### config.mk
export PLATFORM = sky130hd
export DESIGN_NAME = muldiv_unit
export DESIGN_NICKNAME = d
export VERILOG_FILES = /design/src/rtl/muldiv_unit.sv
export SDC_FILE = /design/constraint.sdc
export NUM_CORES = 2
export LEC_CHECK = 0
export CORE_MARGIN = 5
export CORE_UTILIZATION = 45
export DETAILED_ROUTE_END_ITERATION = 12
export DONT_BUFFER_PORTS = 1
export PLACE_DENSITY_LB_ADDON = 0.3
export SYNTH_ARGS = -nofsm -noshare
export SYNTH_HDL_FRONTEND = slang
export SYNTH_SLANG_ARGS = --single-unit
### constraint.sdc
create_clock -name clk -period 12.45 [get_ports clk]
set_clock_uncertainty 0.2 [all_clocks]
set_input_delay 2.49 -clock clk [delete_from_list [all_inputs] [get_ports clk]]
set_output_delay 2.49 -clock clk [all_outputs]
set_load 0.1 [all_outputs]
### src/rtl/muldiv_unit.sv
// muldiv_unit: execute-stage multiply/divide unit owning the HI/LO registers.
// Multiplies take one extra cycle; divides use a radix-2 restoring loop of
// DIV_CYCLES iterations. busy is a combinational stall request to the pipeline.
//
// Handshake: the execute stage raises start with a valid op and holds start,
// op, src_a and src_b stable for as long as busy=1. The instruction advances
// in the first cycle with busy=0; in that cycle done=1 marks the HI/LO commit
// of MULT/DIV ops. start seen outside IDLE is ignored, so the instruction still
// presented during the done cycle never re-issues. flush or reset cancel the
// in-flight op and drop any start in the same cycle.
module muldiv_unit #(
  parameter int WIDTH      = 32,
  parameter int DIV_CYCLES = 32
) (
  input  logic             clk,
  input  logic             reset,
  input  logic             start,
  input  logic [2:0]       op,
  input  logic [WIDTH-1:0] src_a,
  input  logic [WIDTH-1:0] src_b,
  input  logic             flush,
  output logic             busy,
  output logic             done,
  output logic [WIDTH-1:0] hi,
  output logic [WIDTH-1:0] lo,
  output logic [1:0]       dbg_state
);

  localparam logic [2:0] OP_MULT  = 3'd1;
  localparam logic [2:0] OP_MULTU = 3'd2;
  localparam logic [2:0] OP_DIV   = 3'd3;
  localparam logic [2:0] OP_DIVU  = 3'd4;
  localparam logic [2:0] OP_MTHI  = 3'd5;
  localparam logic [2:0] OP_MTLO  = 3'd6;

  localparam int CW = (DIV_CYCLES > 1) ? $clog2(DIV_CYCLES) : 1;
  localparam logic [CW-1:0] LAST = CW'(DIV_CYCLES - 1);

  typedef enum logic [1:0] {
    S_IDLE = 2'd0,
    S_MUL  = 2'd1,
    S_DIV  = 2'd2
  } state_t;

  state_t           state_q, state_d;
  logic [CW-1:0]    cnt_q;
  logic [WIDTH-1:0] a_q;      // multiplicand, or dividend shifting into quotient
  logic [WIDTH-1:0] b_q;      // multiplier, or divisor magnitude
  logic [WIDTH-1:0] rem_q;
  logic [WIDTH-1:0] raw_a_q;  // unmodified dividend for the divide-by-zero result
  logic             signed_q, qneg_q, rneg_q, dz_q;
  logic [WIDTH-1:0] hi_q, lo_q;

  logic issue_mul, issue_div, wr_hi, wr_lo;

  // Datapath signals: product, one restoring step, sign fix-up of the result
  logic [2*WIDTH-1:0] a_ext, b_ext, prod;
  logic [WIDTH:0]     rem_shift;
  logic               take;
  logic [WIDTH-1:0]   rem_next, quo_next, quo_fix, rem_fix;
  logic               div_sa, div_sb;

  // Signed/unsigned product plus one trial-subtract step of the divider
  always_comb begin
    a_ext     = signed_q ? {{WIDTH{a_q[WIDTH-1]}}, a_q} : {{WIDTH{1'b0}}, a_q};
    b_ext     = signed_q ? {{WIDTH{b_q[WIDTH-1]}}, b_q} : {{WIDTH{1'b0}}, b_q};
    prod      = a_ext * b_ext;
    rem_shift = {rem_q, a_q[WIDTH-1]};
    take      = (rem_shift >= {1'b0, b_q});
    // The remainder stays below the divisor, so the low WIDTH bits suffice.
    rem_next  = take ? (rem_shift[WIDTH-1:0] - b_q) : rem_shift[WIDTH-1:0];
    quo_next  = {a_q[WIDTH-2:0], take};
    quo_fix   = dz_q ? {WIDTH{1'b1}} : (qneg_q ? -quo_next : quo_next);
    rem_fix   = dz_q ? raw_a_q       : (rneg_q ? -rem_next : rem_next);
    div_sa    = (op == OP_DIV) && src_a[WIDTH-1];
    div_sb    = (op == OP_DIV) && src_b[WIDTH-1];
  end

  // Next-state, stall and commit decode; reset and flush override everything
  always_comb begin
    state_d   = state_q;
    busy      = 1'b0;
    done      = 1'b0;
    issue_mul = 1'b0;
    issue_div = 1'b0;
    wr_hi     = 1'b0;
    wr_lo     = 1'b0;
    if (reset || flush) begin
      state_d = S_IDLE;
    end else begin
      case (state_q)
        S_IDLE: begin
          if (start) begin
            case (op)
              OP_MULT, OP_MULTU: begin
                issue_mul = 1'b1;
                busy      = 1'b1;
                state_d   = S_MUL;
              end
              OP_DIV, OP_DIVU: begin
                issue_div = 1'b1;
                busy      = 1'b1;
                state_d   = S_DIV;
              end
              OP_MTHI: wr_hi = 1'b1;
              OP_MTLO: wr_lo = 1'b1;
              default: ;
            endcase
          end
        end
        S_MUL: begin
          done    = 1'b1;
          state_d = S_IDLE;
        end
        S_DIV: begin
          if (cnt_q == LAST) begin
            done    = 1'b1;
            state_d = S_IDLE;
          end else begin
            busy = 1'b1;
          end
        end
        default: state_d = S_IDLE;
      endcase
    end
  end

  // State, operand latches, divider iteration and HI/LO commit
  always_ff @(posedge clk) begin
    if (reset) begin
      state_q  <= S_IDLE;
      cnt_q    <= '0;
      a_q      <= '0;
      b_q      <= '0;
      rem_q    <= '0;
      raw_a_q  <= '0;
      signed_q <= 1'b0;
      qneg_q   <= 1'b0;
      rneg_q   <= 1'b0;
      dz_q     <= 1'b0;
      hi_q     <= '0;
      lo_q     <= '0;
    end else begin
      state_q <= state_d;
      if (flush) begin
        cnt_q <= '0;
      end else if (issue_mul) begin
        a_q      <= src_a;
        b_q      <= src_b;
        signed_q <= (op == OP_MULT);
      end else if (issue_div) begin
        a_q      <= div_sa ? -src_a : src_a;
        b_q      <= div_sb ? -src_b : src_b;
        rem_q    <= '0;
        raw_a_q  <= src_a;
        qneg_q   <= div_sa ^ div_sb;
        rneg_q   <= div_sa;
        dz_q     <= (src_b == '0);
        cnt_q    <= '0;
      end else if (state_q == S_DIV) begin
        a_q   <= quo_next;
        rem_q <= rem_next;
        cnt_q <= cnt_q + CW'(1);
      end

      if (done && state_q == S_MUL) begin
        hi_q <= prod[2*WIDTH-1:WIDTH];
        lo_q <= prod[WIDTH-1:0];
      end else if (done && state_q == S_DIV) begin
        hi_q <= rem_fix;
        lo_q <= quo_fix;
      end
      if (wr_hi) hi_q <= src_a;
      if (wr_lo) lo_q <= src_a;
    end
  end

  assign hi        = hi_q;
  assign lo        = lo_q;
  assign dbg_state = state_q;

endmodule
==> impl_metrics.prom <==
# TYPE chip_impl_metric gauge
chip_impl_metric{name="postRouteAntennaNets",unit=""} 0
chip_impl_metric{name="flow.area_growth_from_synthesis",unit="%"} 4.07
chip_impl_metric{name="globalRouteTotalUtil",unit="%"} 28.6
chip_impl_metric{name="detailroute.via_count",unit=""} 49000
chip_impl_info{name="startpoint_type",value="flop"} 1
chip_impl_metric{name="setup_viol_count_final",unit=""} 0
chip_impl_metric{name="fp-row-count",unit=""} 136
chip_impl_metric{name="clk-insertion-delay-late",unit="ns"} 0.61
chip_impl_metric{name="timing.final.crit_share",unit="%"} 85.7
chip_impl_metric{name="dpl_worst_slack",unit="ns"} 1.79
chip_impl_info{name="min-delay-path-class",value="reg -> reg"} 1
chip_impl_metric{name="hold_buffers",unit=""} 0
chip_impl_metric{name="grt-ovfl-total",unit=""} 0
chip_impl_metric{name="cts.clk_slew.worst_paths",unit="ns"} 0.07
chip_impl_metric{name="netlist_area",unit="sq mm"} 0.0621
chip_impl_metric{name="synth_edf_count",unit=""} 0
chip_impl_metric{name="reg2reg_depth",unit=""} 28
chip_impl_metric{name="crit_path_max_incr_delay",unit="ns"} 0.88
chip_impl_info{name="min_from",value="raw_a_q[17]"} 1
chip_impl_metric{name="floorplan.initialDensity",unit="%"} 45.2
chip_impl_metric{name="max_slew_margin",unit="%"} 19.3
chip_impl_metric{name="vias_per_cell",unit=""} 5.66
chip_impl_metric{name="maximum_number_of_pins_on_one_net_before_global_route_repair",unit=""} 193
chip_impl_metric{name="route.final.wire_length",unit="microns"} 207000
chip_impl_metric{name="final_replace_weighted_congestion",unit=""} 0.997
chip_impl_metric{name="syn-instance-count",unit=""} 7097
chip_impl_info{name="crit_slowest_cell",value="sky130_fd_sc_hd__fa_1"} 1
chip_impl_metric{name="grt_first_pass_wirelength",unit="microns"} 319000
chip_impl_info{name="cts_tree",value="built"} 1
chip_impl_metric{name="dpl.hpwl",unit="microns"} 170000
chip_impl_metric{name="summed_negative_setup_slack_over_all_endpoints",unit="ns"} 0
chip_impl_metric{name="ir_drop",unit="mV"} 0.119
chip_impl_metric{name="stdcell_area",unit="sq mm"} 0.0647
chip_impl_metric{name="timing.final.crit_period",unit="ns"} 10.67
chip_impl_metric{name="final_layout_size_suffix_gt1_share",unit="%"} 3.54
chip_impl_metric{name="finalWorstSetupSlack",unit="ns"} 1.78
chip_impl_metric{name="critPathRequiredTime",unit="ns"} 12.74
chip_impl_info{name="outcome",value="complete, no violations"} 1
chip_impl_metric{name="yosys.cell_types.count",unit=""} 91
chip_impl_metric{name="postCtsSetupBuffers",unit=""} 0
chip_impl_metric{name="clock_tree.buffer_depth",unit=""} 3
chip_impl_metric{name="chipHeight",unit="microns"} 382
chip_impl_metric{name="first_pass_iters",unit=""} 6
chip_impl_info{name="yosys_most_used_dff",value="sky130_fd_sc_hd__dfxtp_1"} 1
chip_impl_info{name="worstSetupPathType",value="reg -> reg"} 1
chip_impl_info{name="setup_repair_after_global_routing_missed_its_margin",value="no"} 1
chip_impl_metric{name="cts_resized",unit=""} 0
chip_impl_metric{name="path_max_fanout",unit=""} 24
chip_impl_metric{name="timing.final.hold_violations",unit=""} 0
chip_impl_info{name="worst_setup_path_end_kind",value="flop"} 1
chip_impl_metric{name="port_buffers",unit=""} 0
chip_impl_info{name="hold_path_end",value="raw_a_q[17]"} 1
chip_impl_metric{name="fin_nets",unit=""} 8665
chip_impl_metric{name="io_pins",unit=""} 139
chip_impl_metric{name="avgRoutedWirePerCell",unit="microns"} 23.9
chip_impl_info{name="cts_root_buf",value="sky130_fd_sc_hd__clkbuf_16"} 1
chip_impl_metric{name="placed_cell_area",unit="sq mm"} 0.0638
chip_impl_metric{name="synth_sequential_area_ratio",unit="%"} 6.54
chip_impl_metric{name="cts_buffers",unit=""} 24
chip_impl_metric{name="maxCapViolations",unit=""} 0
chip_impl_metric{name="dieArea",unit="sq mm"} 0.146
chip_impl_metric{name="placeable_core_area",unit="sq mm"} 0.137
chip_impl_metric{name="power_density",unit="mW/mm^2"} 34.5
chip_impl_metric{name="yosysWarnings",unit=""} 0
chip_impl_metric{name="static-leakage-power",unit="nW"} 31.8
chip_impl_metric{name="ctsHtreeMaxLevel",unit=""} 1
chip_impl_metric{name="max_freq",unit="MHz"} 93.7
chip_impl_metric{name="postSynthAreaPerCell",unit="sq um"} 8.75
chip_impl_metric{name="slew_viol_final",unit=""} 0
chip_impl_metric{name="dieWidth",unit="microns"} 382
chip_impl_metric{name="worst_hold_path.num_cells",unit=""} 2
chip_impl_metric{name="antenna_found_initial",unit=""} 13
chip_impl_metric{name="worst_slew_pin_slew",unit="ns"} 1.21
chip_impl_metric{name="clock-sinks",unit=""} 203
chip_impl_info{name="crit-reg2reg-launch",value="signed_q"} 1
chip_impl_metric{name="detail_route.iter0.violations",unit=""} 4574
chip_impl_metric{name="drt_drc_violations_left",unit=""} 0
chip_impl_metric{name="synth.ff_latch_count",unit=""} 203
chip_impl_metric{name="mappedNetlistNets",unit=""} 8938
chip_impl_metric{name="worst_ep_arrival_time",unit="ns"} 10.96
chip_impl_metric{name="async_flop_share",unit="%"} 0
chip_impl_metric{name="via_count_of_the_first_global_routing_pass",unit=""} 51400
chip_impl_metric{name="r2r_slack",unit="ns"} 1.78
chip_impl_info{name="critPathMostFrequentCell",value="sky130_fd_sc_hd__fa_1"} 1
chip_impl_info{name="r2r-end",value="hi[16]"} 1
-- cell families after synthesis --
kind of cell	after synthesis	share of synthesized area, %
flops	203	6.54
fa+ha+maj	1774	52.9
simple gates	1991	15.4
compound gates	862	9.25
mux	31	0.510
buf+inv	2008	12.2
xor+xnor	228	3.21
-- Yosys cell counts, types with 7 or more instances --
| library cell | n | share of area [%] |
|---|---|---|
| sky130_fd_sc_hd__a211oi_1 | 79 | 0.95 |
| sky130_fd_sc_hd__a21o_1 | 64 | 0.77 |
| sky130_fd_sc_hd__a21oi_1 | 241 | 1.9 |
| sky130_fd_sc_hd__a221oi_1 | 9 | 0.13 |
| sky130_fd_sc_hd__a22oi_1 | 15 | 0.18 |
| sky130_fd_sc_hd__a311oi_1 | 25 | 0.35 |
| sky130_fd_sc_hd__a31o_2 | 7 | 0.099 |
| sky130_fd_sc_hd__a31oi_1 | 30 | 0.30 |
| sky130_fd_sc_hd__a41oi_1 | 7 | 0.099 |
| sky130_fd_sc_hd__and2_1 | 516 | 5.2 |
| sky130_fd_sc_hd__and3_1 | 35 | 0.35 |
| sky130_fd_sc_hd__buf_1 | 46 | 0.28 |
| sky130_fd_sc_hd__buf_2 | 13 | 0.10 |
| sky130_fd_sc_hd__clkbuf_1 | 361 | 2.2 |
| sky130_fd_sc_hd__dfxtp_1 | 203 | 6.5 |
| sky130_fd_sc_hd__fa_1 | 1420 | 46 |
| sky130_fd_sc_hd__ha_1 | 350 | 7.0 |
| sky130_fd_sc_hd__inv_1 | 1586 | 9.6 |
| sky130_fd_sc_hd__mux2i_1 | 26 | 0.42 |
| sky130_fd_sc_hd__nand2_1 | 764 | 4.6 |
| sky130_fd_sc_hd__nand2b_1 | 20 | 0.20 |
| sky130_fd_sc_hd__nand3_1 | 51 | 0.41 |
| sky130_fd_sc_hd__nand3b_1 | 7 | 0.085 |
| sky130_fd_sc_hd__nand4_1 | 28 | 0.28 |
| sky130_fd_sc_hd__nor2_1 | 365 | 2.2 |
| sky130_fd_sc_hd__nor2b_1 | 21 | 0.21 |
| sky130_fd_sc_hd__nor3_1 | 77 | 0.62 |
| sky130_fd_sc_hd__nor4_1 | 19 | 0.19 |
| sky130_fd_sc_hd__o211ai_1 | 32 | 0.39 |
| sky130_fd_sc_hd__o21a_1 | 16 | 0.19 |
| sky130_fd_sc_hd__o21ai_0 | 144 | 1.2 |
| sky130_fd_sc_hd__o21bai_1 | 20 | 0.24 |
| sky130_fd_sc_hd__o221ai_1 | 34 | 0.48 |
| sky130_fd_sc_hd__o22ai_1 | 14 | 0.14 |
| sky130_fd_sc_hd__o311ai_0 | 8 | 0.11 |
| sky130_fd_sc_hd__o31ai_1 | 30 | 0.36 |
| sky130_fd_sc_hd__o32a_1 | 7 | 0.11 |
| sky130_fd_sc_hd__o41ai_1 | 9 | 0.13 |
| sky130_fd_sc_hd__or2_2 | 12 | 0.12 |
| sky130_fd_sc_hd__or3_1 | 31 | 0.31 |
| sky130_fd_sc_hd__or4_1 | 16 | 0.19 |
| sky130_fd_sc_hd__xnor2_1 | 152 | 2.1 |
| sky130_fd_sc_hd__xor2_1 | 76 | 1.1 |
-- how the worst max path moves through the flow --
| stage | start | endpoint | cells after the start |
|---|---|---|---|
| 2_1_floorplan | a_q[31] | hi[16] | 29 |
| 3_3_place_gp | signed_q | hi[16] | 30 |
| 3_5_place_dp | signed_q | hi[16] | 28 |
| 4_1_cts | signed_q | hi[16] | 28 |
| 5_1_grt | signed_q | hi[16] | 30 |
| 6_report | signed_q | hi[16] | 28 |
-- layout by cell type (no fill, tap or decap), types with 64 or more instances in the layout --
master                     netlist  routed
sky130_fd_sc_hd__nand2_1       764     762
sky130_fd_sc_hd__xnor2_1       152     152
sky130_fd_sc_hd__o21ai_0       144     144
sky130_fd_sc_hd__nor2_1        365     360
sky130_fd_sc_hd__inv_1        1586    1586
sky130_fd_sc_hd__fa_1         1420    1420
sky130_fd_sc_hd__ha_1          350     350
sky130_fd_sc_hd__and2_1        516     514
sky130_fd_sc_hd__a21oi_1       241     239
sky130_fd_sc_hd__buf_4           0     120
sky130_fd_sc_hd__a21o_1         64      64
sky130_fd_sc_hd__a211oi_1       79      79
sky130_fd_sc_hd__nor3_1         77      76
sky130_fd_sc_hd__dfxtp_1       203     187
sky130_fd_sc_hd__xor2_1         76      76
-- per-layer routing --
metal	global-route usage [%]	vias up	wire length [microns]
met1	37.6	25000	80100
met5	0	-	130
met4	13.3	18	12400
li1	-	21000	-
met3	6.55	532	21100
met2	45.1	2377	93200
-- worst max-delay path, delay by kind of cell, from the launching register on --
kind                     cells  cell delay, ns
AO/OA/AOI/OAI                5            1.44
XOR/XNOR                     1            0.22
adder cells (fa/ha/maj)     11            6.00
buffers and inverters        6            0.90
flip-flops                   1            0.62
AND/OR/NAND/NOR              5            1.16
-- per-stage QoR --
step                      cells  hold WS (ns)  util, %  power [mW]
after floorplan            7097         0.231        -        1.19
after global placement     8592         0.233     46.4        1.41
after detailed placement   8592         0.240     46.4        1.41
after CTS                  8636         0.250     47.1        2.21
after global routing       8637         0.270     47.1        2.30
final                      8642         0.258     47.1        2.23
-- flip-flops by register name (all words and copies together) (netlist names), 2 cells and up --
name and count:
cnt_q 5, a_q 32, hi 32, raw_a_q 32
rem_q 32, b_q 32, lo 32, dbg_state 2
-- final cells by class --
| type | count | area [sq um] |
|---|---|---|
| fill | 13200 | 72700 |
| multi-input combinational | 4886 | 50600 |
| inverter | 1587 | 5960 |
| sequential | 203 | 4080 |
| tap | 1794 | 2240 |
| timing repair buffer | 122 | 941 |
| clock buffer | 31 | 677 |
| clock inverter | 13 | 176 |
| antenna | 6 | 15.0 |
-- report_power, final --
part | leakage [nW] | internal [mW] | total, mW | switching (mW)
clock | 0.412 | 0.450 | 0.810 | 0.360
combinational | 29.7 | 0.225 | 0.714 | 0.490
sequential | 1.65 | 0.660 | 0.706 | 0.0461
No activity file was read; power rests on OpenSTA's default activity.
